--- src/rtl/serial_arith_pkg.sv ---
// Shared types and helpers for the bit-serial arithmetic lab blocks.
//   state_e   : controller states of the serial subtractor
//   cnt_width : bit-counter width for a given operand width
//   ModeSub / ModeAdd : operation encodings for the optional mode input
package serial_arith_pkg;

  typedef enum logic [1:0] {
    StIdle = 2'd0,
    StRun  = 2'd1,
    StDone = 2'd2
  } state_e;

  localparam logic ModeSub = 1'b0;
  localparam logic ModeAdd = 1'b1;

  // Counter must index bits 0..width-1; never narrower than one bit.
  function automatic int unsigned cnt_width(input int unsigned width);
    return (width < 2) ? 1 : $clog2(width);
  endfunction

endpackage

--- src/rtl/full_subtractor.sv ---
// Combinational one-bit full subtractor: computes a_i - b_i - bin_i.
//   a_i    : minuend bit
//   b_i    : subtrahend bit
//   bin_i  : borrow in
//   d_o    : difference bit
//   bout_o : borrow out
module full_subtractor (
  input  logic a_i,
  input  logic b_i,
  input  logic bin_i,
  output logic d_o,
  output logic bout_o
);

  assign d_o    = a_i ^ b_i ^ bin_i;
  assign bout_o = (~a_i & b_i) | (~(a_i ^ b_i) & bin_i);

endmodule

--- src/rtl/serial_subtractor.sv ---
// Bit-serial WIDTH-bit subtractor: a - b, one bit per clock, LSB first, through a single
// full-subtractor cell and a borrow flip-flop. Start/done handshake.
//   clk, rst_n : clock, asynchronous active-low reset
//   start      : request, sampled only in idle
//   a, b       : operands, captured when start is accepted
//   mode       : (only with SERIAL_ADDSUB_MODE_EN) 0 = subtract, 1 = add
//   busy       : high while bits are being processed
//   done       : one-cycle pulse when diff/borrow_out/overflow are updated
//   diff       : result modulo 2^WIDTH
//   borrow_out : unsigned borrow (a < b); in add mode the inverted carry-out
//   overflow   : two's complement overflow of the operation
// Optional feature macro: SERIAL_ADDSUB_MODE_EN adds the mode input.
module serial_subtractor
  import serial_arith_pkg::*;
#(
  parameter int unsigned WIDTH = 8
) (
  input  logic             clk,
  input  logic             rst_n,
  input  logic             start,
`ifdef SERIAL_ADDSUB_MODE_EN
  input  logic             mode,
`endif
  input  logic [WIDTH-1:0] a,
  input  logic [WIDTH-1:0] b,
  output logic             busy,
  output logic             done,
  output logic [WIDTH-1:0] diff,
  output logic             borrow_out,
  output logic             overflow
);

  localparam int unsigned CntW = cnt_width(WIDTH);
  localparam logic [CntW-1:0] LastCnt = CntW'(WIDTH - 1);

  state_e            state_q, state_d;
  logic [WIDTH-1:0]  a_sr_q, a_sr_d;
  logic [WIDTH-1:0]  b_sr_q, b_sr_d;
  // Holds the bits finished so far; the bit in flight completes the WIDTH-bit result.
  logic [WIDTH-2:0]  res_q, res_d;
  logic [CntW-1:0]   cnt_q, cnt_d;
  logic              borrow_q, borrow_d;
  logic              a_msb_q, a_msb_d;
  logic              b_msb_q, b_msb_d;
  logic [WIDTH-1:0]  diff_q, diff_d;
  logic              borrow_out_q, borrow_out_d;
  logic              overflow_q, overflow_d;
`ifdef SERIAL_ADDSUB_MODE_EN
  logic              add_q, add_d;
`endif

  logic             cell_d;
  logic             cell_bout;
  logic [WIDTH-1:0] res_shift;
  logic             ovf_now;
  logic             add_cap;

  full_subtractor u_cell (
    .a_i    (a_sr_q[0]),
    .b_i    (b_sr_q[0]),
    .bin_i  (borrow_q),
    .d_o    (cell_d),
    .bout_o (cell_bout)
  );

  assign res_shift = {cell_d, res_q};

`ifdef SERIAL_ADDSUB_MODE_EN
  assign add_cap = (mode == ModeAdd);
  // Add is a - ~b - 1 with the borrow preset; the MSBs kept are the original operands.
  assign ovf_now = add_q ? (~(a_msb_q ^ b_msb_q) & (a_msb_q ^ cell_d))
                         : ((a_msb_q ^ b_msb_q) & (a_msb_q ^ cell_d));
`else
  assign add_cap = ModeSub;
  assign ovf_now = (a_msb_q ^ b_msb_q) & (a_msb_q ^ cell_d);
`endif

  always_comb begin
    state_d      = state_q;
    a_sr_d       = a_sr_q;
    b_sr_d       = b_sr_q;
    res_d        = res_q;
    cnt_d        = cnt_q;
    borrow_d     = borrow_q;
    a_msb_d      = a_msb_q;
    b_msb_d      = b_msb_q;
    diff_d       = diff_q;
    borrow_out_d = borrow_out_q;
    overflow_d   = overflow_q;
`ifdef SERIAL_ADDSUB_MODE_EN
    add_d        = add_q;
`endif
    unique case (state_q)
      StIdle: begin
        if (start) begin
          a_sr_d   = a;
          b_sr_d   = add_cap ? ~b : b;
          borrow_d = add_cap;
          res_d    = '0;
          cnt_d    = '0;
          a_msb_d  = a[WIDTH-1];
          b_msb_d  = b[WIDTH-1];
`ifdef SERIAL_ADDSUB_MODE_EN
          add_d    = add_cap;
`endif
          state_d  = StRun;
        end
      end
      StRun: begin
        res_d    = res_shift[WIDTH-1:1];
        a_sr_d   = a_sr_q >> 1;
        b_sr_d   = b_sr_q >> 1;
        borrow_d = cell_bout;
        cnt_d    = cnt_q + CntW'(1);
        if (cnt_q == LastCnt) begin
          cnt_d        = '0;
          diff_d       = res_shift;
          borrow_out_d = cell_bout;
          overflow_d   = ovf_now;
          state_d      = StDone;
        end
      end
      StDone: begin
        state_d = StIdle;
      end
      default: begin
        state_d = StIdle;
      end
    endcase
  end

  always_ff @(posedge clk or negedge rst_n) begin
    if (!rst_n) begin
      state_q      <= StIdle;
      a_sr_q       <= '0;
      b_sr_q       <= '0;
      res_q        <= '0;
      cnt_q        <= '0;
      borrow_q     <= 1'b0;
      a_msb_q      <= 1'b0;
      b_msb_q      <= 1'b0;
      diff_q       <= '0;
      borrow_out_q <= 1'b0;
      overflow_q   <= 1'b0;
`ifdef SERIAL_ADDSUB_MODE_EN
      add_q        <= 1'b0;
`endif
    end else begin
      state_q      <= state_d;
      a_sr_q       <= a_sr_d;
      b_sr_q       <= b_sr_d;
      res_q        <= res_d;
      cnt_q        <= cnt_d;
      borrow_q     <= borrow_d;
      a_msb_q      <= a_msb_d;
      b_msb_q      <= b_msb_d;
      diff_q       <= diff_d;
      borrow_out_q <= borrow_out_d;
      overflow_q   <= overflow_d;
`ifdef SERIAL_ADDSUB_MODE_EN
      add_q        <= add_d;
`endif
    end
  end

  assign busy       = (state_q == StRun);
  assign done       = (state_q == StDone);
  assign diff       = diff_q;
  assign borrow_out = borrow_out_q;
  assign overflow   = overflow_q;

endmodule

--- config.mk ---
export PLATFORM = sky130hd
export DESIGN_NAME = serial_subtractor
export DESIGN_NICKNAME = d
export VERILOG_FILES = /design/src/rtl/serial_arith_pkg.sv /design/src/rtl/full_subtractor.sv /design/src/rtl/serial_subtractor.sv
export SDC_FILE = /design/constraint.sdc
export NUM_CORES = 1
export LEC_CHECK = 0
export CAP_MARGIN = 0
export CORE_MARGIN = 2
export CORE_UTILIZATION = 46
export CTS_CLUSTER_SIZE = 28
export DETAILED_ROUTE_END_ITERATION = 7
export GPL_ROUTABILITY_DRIVEN = 0
export GPL_TIMING_DRIVEN = 0
export HOLD_SLACK_MARGIN = 0.03
export PLACE_DENSITY_LB_ADDON = 0.3
export RECOVER_POWER = 25
export SETUP_SLACK_MARGIN = 0.1
export SLEW_MARGIN = 5
export SYNTH_ARGS = -nofsm -noshare
export SYNTH_HDL_FRONTEND = slang
export SYNTH_SLANG_ARGS = --single-unit
--- constraint.sdc ---
create_clock -name clk -period 1.55 [get_ports clk]
set_clock_uncertainty 0.1 [all_clocks]
set_input_delay 0.31 -clock clk [delete_from_list [all_inputs] [get_ports clk]]
set_output_delay 0.31 -clock clk [all_outputs]
set_load 0.005 [all_outputs]
==> results.ini, run 1 <==
[placed_design]
dp_hpwl_mm=2.483
portBuffers=30
placed_cells=219

[timing]
fin_crit_sh_pct=102.0
holdWs_ns=0.3861
maxSlewViolCount=0
grt_setup_unrepaired=yes
worstMarginPinSlew_ns=0.4873
layout_min_cycle_time_ns=1.581
setup-violations-final=8
timing_hold_violations_final=0
timing.fmax_ghz=0.6325
setup_ws_ns=-0.03093
slew-limit-headroom_pct=67.51

[global_route]
globalRoute.totalOverflow=0
grt_pass1_wl_mm=6.831
track_usage_pct=20.93
antenna_found_initial=0
grt_start_max_net_pins=25
grt_pass1_vias=1428

[die]
die_width_um=66.15
pin_count=31
coreArea_mm2=0.003689
die-area_mm2=0.004376
start_util_pct=48.17
rows=22
die_y_um=66.15

[logic_synthesis]
synth_area_mm2=0.001777
ys_seq_area_share_pct=57.75
ys_top_cells_by_count=41 x dfrtp_1, 18 x nand2_1, 14 x a22oi_1
synth_edf_count=0
ys_warn_count=0
ys_ff_latch=41
synth.most_common_cell=dfrtp_1
synth_nets=162
synth_area_leaders=dfrtp_1 58%, mux2_2 6.3%, a22oi_1 5.9%, a22o_1 5.4%, nand2_1 3.8%
synth_cell_types=26
yosys.area.top_type_share_pct=57.75
syn_inst=140
synth_top_area_cell=dfrtp_1
synthFlopType=dfrtp_1
postSynthAreaPerCell_um2=12.69
async_flop_share_pct=100.0

[critical_path]
slowest_stage=fa_1
crit_type=flop to flop
path_delay_family=adder cells
cp-end-kind=flop
path_buf_inv=2
cp.required_ns=1.62
crit_chain=inv_2 -> fa_1 -> buf_4 -> mux2_4
r2r_slack_ns=-0.03
critPathLaunchType=flop
max_stage_delay_ns=0.51
crit_arrival_ns=1.66
path_max_fanout=3

[power]
p_per_area_mw_per_mm2=1860
seqPwrFrac_pct=37.7
internal_power_w=0.003270
power_leakage_nw=1.255
ir_drop_mv=0.8933
switching_share_pct=32.49
total_power_w=0.004844
p_switching_w=0.001574
combPwrFrac_pct=47.8
pwr-share-clk_pct=14.5

[final_layout]
insertedDiodeCount=0
multi_input_area_um2=723.2
seqCellArea_mm2=0.001026
final_nets=233
stdcell_count=259
syn_to_final_growth_pct=46.55
n_fill_cell=274
final_core_util_pct=70.59
drive_gt1_share_pct=37.91

[detailed_routing]
routed_wl_mm=4.118
wl_per_cell_um=15.90
antenna_left=0
first_iter_violations=71
viasPerCell=5.320
dr.pass1.iters=4
vias=1378
drc_errors=0

[clock_network]
cts-root-buf=clkbuf_8
cts_buffers=5
cts_tree=built
h-tree-depth=2
cts_sinks=41
clkTransAtPathRegs_ns=0.07
clkLatencyLatePin_ns=0.29
clk_path_buf_depth=2

[status]
violations=negative setup slack
status=finished with violations

[flow_run]
maxCapViolCount=0

[worst_hold_path]
hp-class=flop to flop

metrics by stage:
stage          TNS [ns]  setup WS (ns)  area, um2
6_report        -0.1503       -0.03093       2604
5_1_grt          -1.171       -0.07178       2604
3_5_place_dp     -2.649        -0.2698       2193
4_1_cts        -0.02246       -0.01768       2512
3_3_place_gp     -38.08        -0.8864       2171
2_1_floorplan         0        0.08136       1810
cells in the final DEF (no fill, tap or decap), types with 2 or more instances in the layout:
master / n
inv_2: 3
buf_4: 27
nand2b_1: 2
mux2_4: 8
o21ai_1: 12
clkdlybuf4s50_1: 16
o21ai_2: 5
buf_12: 2
buf_8: 2
a22oi_1: 14
mux2_2: 2
nand2_1: 16
a22o_1: 11
clkbuf_8: 6
dfrtp_1: 41
dlygate4sd2_1: 11
nor2b_4: 3
buf_6: 10
nand2_2: 2
tightest hold or removal path: stages, from the launching register on:
cell,delay (ns)
dfrtp_1,0.35
nand2_1,0.06
o21ai_2,0.05
power groups by stage:
stage                     clock [W]  combinational, W  sequential [W]
final                      0.000702           0.00232         0.00182
after global routing       0.000757           0.00253         0.00188
after CTS                  0.000707           0.00220         0.00180
after detailed placement          0           0.00176         0.00184
after global placement            0           0.00167         0.00181
after floorplan                   0           0.00117         0.00178
sequential cells by signal, summed over array words and instances, names as in the netlist, 2 cells and up:
signal / cells
res_q: 7
state_q: 2
b_sr_q: 8
cnt_q: 3
diff: 8
a_sr_q: 8
worst paths after layout:
kind / cells after the start / endpoint / from
min: 2 / a_sr_q[1] / a_sr_q[1]
min reg2reg: 2 / a_sr_q[1] / a_sr_q[1]
min in group asynchronous: 2 / overflow / rst_n
max in group asynchronous: 3 / b_sr_q[3] / rst_n
max reg2reg: 4 / diff[7] / b_sr_q[0]
max: 4 / diff[7] / b_sr_q[0]
per-layer routing:
metal,share of wire (%),up-vias,track usage [%]
li1,-,640,-
met1,44,704,27.05
met4,0.66,0,3.827
met2,51,30,36.00
met3,4.2,4,5.111
met5,0,-,0
timing repair:
action | in CTS | in global routing
resized for setup | 37 | 9
endpoints found under the setup margin | 20 | 42
hold buffers | 1 | 0
pin swaps | 9 | 7
hold endpoints to repair | 17 | 0
buffers inserted | 23 | 9
gates cloned | 1 | 0
layout make-up:
cell class | count | area share (%)
inverter | 4 | 0.5766
buffer | 8 | 3.316
clock buffer | 7 | 3.316
multi-input combinational | 86 | 27.78
timing repair buffer | 65 | 23.31
tap | 48 | 2.307
sequential | 41 | 39.40
cell families (layout without fill, tap and decap cells):
kind of cell	count (synthesis)	in the layout	synth area share [%]
AND/OR/NAND/NOR	27	27	8.592
buffers and inverters	13	84	5.563
multiplexers	10	10	6.338
AO/OA/AOI/OAI	46	46	19.23
flip-flops	41	41	57.75
adder cells (fa/ha/maj)	3	3	2.535
Note: power is estimated with default switching activity, not from simulation.
==> run 2, diff against run 1 <==
CELL_PAD_IN_SITES_DETAIL_PLACEMENT = 1   (was default)
CELL_PAD_IN_SITES_GLOBAL_PLACEMENT = 1   (was default)
CORE_UTILIZATION = 37   (was 46)
MAX_ROUTING_LAYER = met4   (was default)
RECOVER_POWER = default   (was 25)
==> results.ini, run 2 (synthesized netlist as in run 1, its figures left out) <==
[die]
coreArea_mm2=0.004661  ; +26%
pin_count=31  ; unchanged
rows=25  ; +14%
die_width_um=73.30  ; +11%
start_util_pct=38.12  ; -10 points
die-area_mm2=0.005372  ; +23%
die_y_um=73.30  ; +11%

[detailed_routing]
vias=1368  ; -0.73%
wl_per_cell_um=18.05  ; +14%
drc_errors=0  ; unchanged
first_iter_violations=62  ; -13%
dr.pass1.iters=4  ; unchanged
viasPerCell=5.282  ; -0.73%
routed_wl_mm=4.675  ; +14%
antenna_left=0  ; unchanged

[timing]
timing.fmax_ghz=0.6062  ; -4.2%
timing_hold_violations_final=0  ; unchanged
worstMarginPinSlew_ns=0.4680  ; -0.01932 ns
fin_crit_sh_pct=106.4  ; +4.4 points
layout_min_cycle_time_ns=1.650  ; +0.06880 ns
setup_ws_ns=-0.09973  ; -0.06880 ns
setup-violations-final=10  ; +2
maxSlewViolCount=0  ; unchanged
fin_setup_tns_ns=-0.2612  ; -0.1109 ns
slew-limit-headroom_pct=68.80  ; +1.3 points
grt_setup_unrepaired=yes

[flow_run]
maxCapViolCount=0  ; unchanged

[final_layout]
final_cell_mix=41 x dfrtp_1, 17 x nand2_1, 17 x buf_4
multi_input_area_um2=721.9  ; -0.17%
final_nets=226  ; -3.0%
drive_gt1_share_pct=36.10  ; -1.8 points
insertedDiodeCount=0  ; unchanged
seqCellArea_mm2=0.001026  ; unchanged
n_fill_cell=490  ; +79%
syn_to_final_growth_pct=43.38
final_core_util_pct=54.66  ; -16 points
final_common_cell=dfrtp_1

[placed_design]
dp_hpwl_mm=2.862  ; +15%
portBuffers=30  ; unchanged
pre_cts_slack_ns=-0.3030  ; -0.03319 ns

[clock_network]
cts-root-buf=clkbuf_8
h-tree-depth=2  ; unchanged
clk_path_buf_depth=2  ; unchanged
cts_buffers=5  ; unchanged
cts_tree=built
cts_sinks=41  ; unchanged
clkTransAtPathRegs_ns=0.08  ; about the same
clkLatencyLatePin_ns=0.29  ; about the same

[critical_path]
rr_endpoint=cnt_q[0]
r2r_cells=7  ; +3
crit_arrival_ns=1.72  ; +0.06 ns
cp.required_ns=1.62  ; about the same
slowest_stage=dfrtp_1
r2r_start=state_q[0]
path_max_fanout=8  ; +5
max_stage_delay_ns=0.40  ; -0.11 ns
crit_end=cnt_q[0]
r2r_slack_ns=-0.1  ; -0.07 ns
crit_top_cell=buf_6
critPathLaunchType=flop
crit_start=state_q[0]
crit_chain=buf_6 -> buf_6 -> buf_4 -> o21bai_4 -> buf_6 -> nand2_1 -> o31ai_1
cp-end-kind=flop
crit_type=flop to flop

[power]
internal_power_w=0.003184  ; -2.6%
p_switching_w=0.001639  ; +4.1%
power_leakage_nw=1.226  ; -2.3%
total_power_w=0.004823  ; -0.43%
p_per_area_mw_per_mm2=1893  ; +1.8%
pwr-share-clk_pct=14.1  ; -0.4 points
ir_drop_mv=0.6146  ; -31%
seqPwrFrac_pct=38.1  ; +0.4 points
switching_share_pct=33.98  ; +1.5 points
combPwrFrac_pct=47.8  ; about the same

[global_route]
track_usage_pct=17.89  ; -3.0 points
grt_pass1_vias=1451  ; +1.6%
globalRoute.totalOverflow=0  ; unchanged
grt_pass1_wl_mm=7.058  ; +3.3%
grt_start_max_net_pins=25  ; unchanged
antenna_found_initial=0  ; unchanged

[worst_hold_path]
hp-class=primary input to flop

[status]
violations=negative setup slack
status=finished with violations

run 2: layer usage:
metal  vias to the layer above  GRT usage [%]  part of all wire [%]
met5                         -              -                     0
met4                         0          3.636                   1.3
met3                         6          4.115                   3.3
met2                        33          30.43                    53
met1                       707          21.93                    42
li1                        622              -                     -
run 2: through the flow:
stage / hold WS (ns) / cells / instance area [um2]
after CTS: 0.3877 / 249 / 2419
final: 0.3378 / 259 / 2547
after floorplan: -0.08559 / 140 / 1810
after detailed placement: 0.1911 / 225 / 2201
after global routing: 0.3409 / 259 / 2547
after global placement: 0.3643 / 224 / 2178
run 2: power groups by stage:
stage | clock network [W] | logic [W] | registers (W)
final | 0.000682 | 0.00230 | 0.00184
after global routing | 0.000746 | 0.00252 | 0.00188
after global placement | 0 | 0.00170 | 0.00182
after CTS | 0.000703 | 0.00205 | 0.00182
after floorplan | 0 | 0.00117 | 0.00178
after detailed placement | 0 | 0.00178 | 0.00186
run 2: critical path, delay by kind of cell (launching register included):
family,cells,cell delay [ns]
AO/OA/AOI/OAI,2,0.38
buffers and inverters,4,0.58
flip-flops,1,0.40
AND/OR/NAND/NOR,1,0.07
run 2: worst min-delay path by stage:
stage          startpoint    endpoint  slack (ns)  cells after the start
6_report            start  state_q[0]        0.34                      3
5_1_grt             start  state_q[0]        0.34                      3
4_1_cts         a_sr_q[5]   a_sr_q[5]        0.39                      2
2_1_floorplan       rst_n     a_msb_q       -0.09                      0
3_3_place_gp     overflow    overflow        0.36                      2
3_5_place_dp        rst_n     diff[7]        0.19                      1
run 2: timing repair:
action                                 CTS  global route
setup endpoints to repair               21            41
endpoints found under the hold margin   17             0
buffers inserted                        15             8
pin swaps                                6             7
resized for setup                       29            19
hold buffers                             1             0
gates cloned                             0             3
run 2: cell type report:
class                           instances  area share, %
Sequential cell                        41          40.27
Multi-Input combinational cell         86          28.34
Timing Repair Buffer                   57          21.07
Buffer                                  9          3.831
Clock buffer                            6          2.849
Tap cell                               54          2.652
Inverter                                4         0.5894
Clock inverter                          2         0.3929
